[src/rtl/pluck_profile_writer.sv]
// Writes a triangular pluck profile into the node-displacement memory, one node per
// accepted beat, using an add/subtract accumulator instead of a ROM or multiplier.
module pluck_profile_writer #(
  parameter int                N_NODES   = 30,
  parameter int                ADDR_W    = 10,
  parameter int                DATA_W    = 18,
  parameter logic [ADDR_W-1:0] BASE_ADDR = '0,
  parameter logic [DATA_W-1:0] STEP      = 18'h00924,
  parameter logic [DATA_W-1:0] PEAK      = 18'h08000
) (
  input  logic              clk,
  input  logic              reset,
  input  logic              start,
  input  logic              wr_ready,
  output logic              wr_en,
  output logic [ADDR_W-1:0] wr_addr,
  output logic [DATA_W-1:0] wr_data,
  output logic              busy,
  output logic              done
);

  localparam int H  = N_NODES / 2;
  localparam int IW = $clog2(N_NODES);
  localparam logic [IW-1:0] LAST_IDX = IW'(N_NODES - 1);
  localparam logic [IW-1:0] CTR_LO   = IW'(H - 1);
  localparam logic [IW-1:0] CTR_HI   = IW'(H);

  typedef enum logic [1:0] {IDLE, WRITE, DONE} state_t;

  state_t              state_reg, state_next;
  logic [IW-1:0]       i_reg, i_next;
  logic [DATA_W-1:0]   acc_reg, acc_next;
  logic                wr_en_reg, wr_en_next;
  logic [ADDR_W-1:0]   wr_addr_reg, wr_addr_next;
  logic [DATA_W-1:0]   wr_data_reg, wr_data_next;
  logic                busy_reg, busy_next;
  logic                done_reg, done_next;

  always_ff @(posedge clk) begin
    if (reset) begin
      state_reg   <= IDLE;
      i_reg       <= '0;
      acc_reg     <= '0;
      wr_en_reg   <= 1'b0;
      wr_addr_reg <= BASE_ADDR;
      wr_data_reg <= '0;
      busy_reg    <= 1'b0;
      done_reg    <= 1'b0;
    end else begin
      state_reg   <= state_next;
      i_reg       <= i_next;
      acc_reg     <= acc_next;
      wr_en_reg   <= wr_en_next;
      wr_addr_reg <= wr_addr_next;
      wr_data_reg <= wr_data_next;
      busy_reg    <= busy_next;
      done_reg    <= done_next;
    end
  end

  // Outputs are computed one cycle ahead so the beat for the next node is
  // already registered when the current one is accepted.
  always_comb begin
    state_next   = state_reg;
    i_next       = i_reg;
    acc_next     = acc_reg;
    wr_en_next   = wr_en_reg;
    wr_addr_next = wr_addr_reg;
    wr_data_next = wr_data_reg;
    busy_next    = busy_reg;
    done_next    = 1'b0;

    case (state_reg)
      IDLE: begin
        if (start) begin
          state_next   = WRITE;
          i_next       = '0;
          acc_next     = '0;
          wr_en_next   = 1'b1;
          busy_next    = 1'b1;
          wr_addr_next = BASE_ADDR;
          wr_data_next = '0;
        end
      end

      WRITE: begin
        if (wr_ready) begin
          if (i_reg == LAST_IDX) begin
            state_next   = DONE;
            wr_en_next   = 1'b0;
            busy_next    = 1'b0;
            done_next    = 1'b1;
            wr_addr_next = BASE_ADDR;
            wr_data_next = '0;
          end else begin
            i_next = i_reg + 1'b1;
            // Rising slope up to the node before the centre pair, flat across it, then falling.
            if (i_reg < CTR_LO)
              acc_next = acc_reg + STEP;
            else if (i_reg == CTR_LO)
              acc_next = acc_reg;
            else
              acc_next = acc_reg - STEP;
            wr_addr_next = BASE_ADDR + ADDR_W'(i_next);
            wr_data_next = (i_next == CTR_LO || i_next == CTR_HI) ? PEAK : acc_next;
          end
        end
      end

      DONE: begin
        state_next = IDLE;
      end

      default: begin
        state_next = IDLE;
      end
    endcase
  end

  assign wr_en   = wr_en_reg;
  assign wr_addr = wr_addr_reg;
  assign wr_data = wr_data_reg;
  assign busy    = busy_reg;
  assign done    = done_reg;

endmodule

[config.mk]
export PLATFORM = sky130hd
export DESIGN_NAME = pluck_profile_writer
export DESIGN_NICKNAME = d
export VERILOG_FILES = /design/src/rtl/pluck_profile_writer.sv
export SDC_FILE = /design/constraint.sdc
export NUM_CORES = 1
export LEC_CHECK = 0
export BUFFER_PORTS_ARGS = -buffer_cell sky130_fd_sc_hd__buf_2
export CAP_MARGIN = 20
export CORE_MARGIN = 10
export CORE_UTILIZATION = 35
export CTS_BUF_LIST = sky130_fd_sc_hd__clkbuf_4 sky130_fd_sc_hd__clkbuf_8
export DETAILED_ROUTE_END_ITERATION = 7
export PLACE_DENSITY_LB_ADDON = 0.1
export SLEW_MARGIN = 20
export SYNTH_ARGS = -nofsm -noshare
export SYNTH_HDL_FRONTEND = slang
export SYNTH_SLANG_ARGS = --single-unit
export TNS_END_PERCENT = 30
[constraint.sdc]
create_clock -name clk -period 2.15 [get_ports clk]
set_input_delay 0.5375 -clock clk [delete_from_list [all_inputs] [get_ports clk]]
set_output_delay 0.5375 -clock clk [all_outputs]
set_load 0.01 [all_outputs]
==> flow_summary.ini <==
[timing]
min_period_ps = 2060
setup_viol = 0
hold-worst-slack_ps = 452
slew_headroom = 0.623
worst_slack_ps = 90.4
timing.fmax_mhz = 486
hold_violations = 0
drv_slew = 0
fin_skew_ps = 5.65
tightest_slew_ps = 563
post-route-period-util = 0.958

[synthesis]
synth_top_area_frac = 0.358
yosysSeqAreaShare = 0.358
synth_flop_cell = dfxtp_1
ys_top_cells_by_area = dfxtp_1 (36%), o21ai_0 (3.8%), nor2_1 (3.7%)
yosys-top-cells-count = dfxtp_1 (47), nor2_1 (26), nand2_1 (25)
ys_warn_count = 0
synthesis.area_um2 = 2630
ys_ff_latch = 47
ys_types = 66
async_flop_share = 0
synth.largest_area_cell = dfxtp_1
synthCells = 315
synth_edf_count = 0
synth_most_common_cell = dfxtp_1
avgSynthCellArea_um2 = 8.33

[drt]
vias_per_cell = 5.36
wl_per_cell_um = 16.0
drcViolationCount = 0
drt_wl_total_mm = 7.33
vias = 2448
ant_nets = 0
firstDrtPassIters = 4
drt_iter0_drc = 87

[global_routing]
grt_first_pass_wirelength_mm = 12.0
grt_max_degree = 21
grt_pass1_vias = 2405
grt_antenna_before_repair = 0
grt_usage = 0.129
grt_overflow_total = 0

[die]
die_x_um = 107
die_h_um = 107
ioPinCount = 35
initial_core_util = 0.360
dieArea_um2 = 11400
core_area_um2 = 7290
row_count = 31

[run_status]
status = complete, no violations

[clocking]
clk_transition_reported_paths_ps = 90
tritoncts = done
clk_path_buf_depth = 2
numCtsBuffers = 5
cts_root_buffer = clkbuf_8
worstSkewPairLatency_ps = 310
postCtsHoldBufs = 0
clock_sinks = 47
cts.htree.levels = 2

[power]
p_seq_frac = 0.508
pwr-share-comb = 0.160
vdd_drop_max_mv = 0.226
power.internal_mw = 1.34
p_switching_uw = 534
p_leak_nw = 1.27
powerDensity_nw_per_um2 = 596
switching_share = 0.285
power.share.clock = 0.332

[place]
dpl_worst_slack_ps = 32.5
dp.final_hpwl_mm = 5.41
dp_cells = 446
place_congestion = 0.866
port_buffers = 29
post_dp_cell_area_um2 = 2960

[setup_path]
path_max_fanout = 7
startpoint_type = flop
crit_type = reg -> reg
slowest_delay_ps = 440
cp_top_family = compound AO/OA/AOI/OAI gates
cp_slowest_cell = a2111oi_4
crit_chain = inv_1, ha_2, nand2b_4, a2111o_1, a2111oi_4, o21ai_1, a32o_1
reg2reg_depth = 7
reg2reg_slack_ps = 90
r2r-start = acc_reg[2]$_SDFFE_PP0P_
crit_end = wr_data[14]$_SDFFE_PP0P_
crit_required_ps = 2360
worstSetupStartpoint = acc_reg[2]$_SDFFE_PP0P_
cp_num_cells = 7
critPathArrivalTime_ps = 2270
critPathBufInv = 1
r2r_end = wr_data[14]$_SDFFE_PP0P_
crit_path_end_kind = flop

[cells_and_area]
drive_gt1_frac = 0.240
fin_area_um2 = 3150
largest_reg_flops = 17
fin_nets = 367
area_growth_pct = 19.9
antenna_cells = 0
finalNonFillerCells = 457

[worst_hold_path]
hold_class = reg -> reg

[run]
cap_viol_max_count = 0
## worst min path at each step
stage,start,to,cells past startpoint
floorplan,acc_reg[17]$_SDFFE_PP0P_,acc_reg[17]$_SDFFE_PP0P_,2
global placement,wr_data[9]$_SDFFE_PP0P_,wr_data[9]$_SDFFE_PP0P_,2
detailed placement,wr_data[7]$_SDFFE_PP0P_,wr_data[7]$_SDFFE_PP0P_,2
CTS,wr_data[7]$_SDFFE_PP0P_,wr_data[7]$_SDFFE_PP0P_,2
global route,wr_data[11]$_SDFFE_PP0P_,wr_data[11]$_SDFFE_PP0P_,2
finish,wr_data[11]$_SDFFE_PP0P_,wr_data[11]$_SDFFE_PP0P_,2
## power groups by stage
stage | Combinational, mW | Clock (mW) | Sequential (mW)
finish | 0.300 | 0.622 | 0.952
global route | 0.335 | 0.692 | 0.960
CTS | 0.291 | 0.650 | 0.953
detailed placement | 0.290 | 0 | 0.972
global placement | 0.290 | 0 | 0.971
floorplan | 0.217 | 0 | 0.950
## per-layer routing
metal	vias to the layer above	track usage	part of all wire
met2	43	0.219	0.49
met3	6	0.0377	0.050
met5	-	0	0
met4	0	0.0300	0.0063
li1	1226	-	-
met1	1173	0.158	0.46
## tightest hold or removal path: cells and delay by family, from the launching register on
family / cells / cell delay [ps]
flip-flops: 1 / 320
AND/OR/NAND/NOR: 1 / 50
AO/OA/AOI/OAI: 1 / 50
## cells in the final DEF (no fill, tap or decap), types with 6 or more instances in the layout
cell,n
nand2_1,25
o21ai_0,20
o21ai_1,6
or3_1,7
buf_4,26
a21oi_1,18
clkbuf_8,7
inv_1,12
xnor2_1,9
nor2_1,26
buf_2,29
nand3_1,6
dfxtp_1,43
nor3_1,7
## cell families after synthesis
family                     share of synthesized area
AOI/OAI and AO/OA                              0.285
xor gates and xnor gates                      0.0400
adders and majority gates                     0.0286
buffers and inverters                         0.0696
DFF                                            0.358
muxes                                         0.0119
other                                        0.00143
and+or+nand+nor                                0.205
## layout make-up
cell class / instances / area, um^2
clock buffer: 8 / 104
fill: 800 / 4140
inverter: 12 / 45.0
multi-input combinational: 235 / 1570
sequential: 47 / 948
tap: 99 / 124
timing repair buffer: 56 / 360
## metrics by stage
stage	power [mW]	TNS (ps)	utilization
after floorplan	1.17	0	-
after global placement	1.26	0	0.406
after detailed placement	1.26	0	0.406
after CTS	1.89	0	0.421
after global routing	1.99	-12.7	0.432
final	1.88	0	0.432
## timing repair
action / CTS / global route
setup buffers: 0 / 3
resized for setup: 0 / 15
setup endpoints to repair: 0 / 16
No activity file was read; power rests on OpenSTA's default activity.
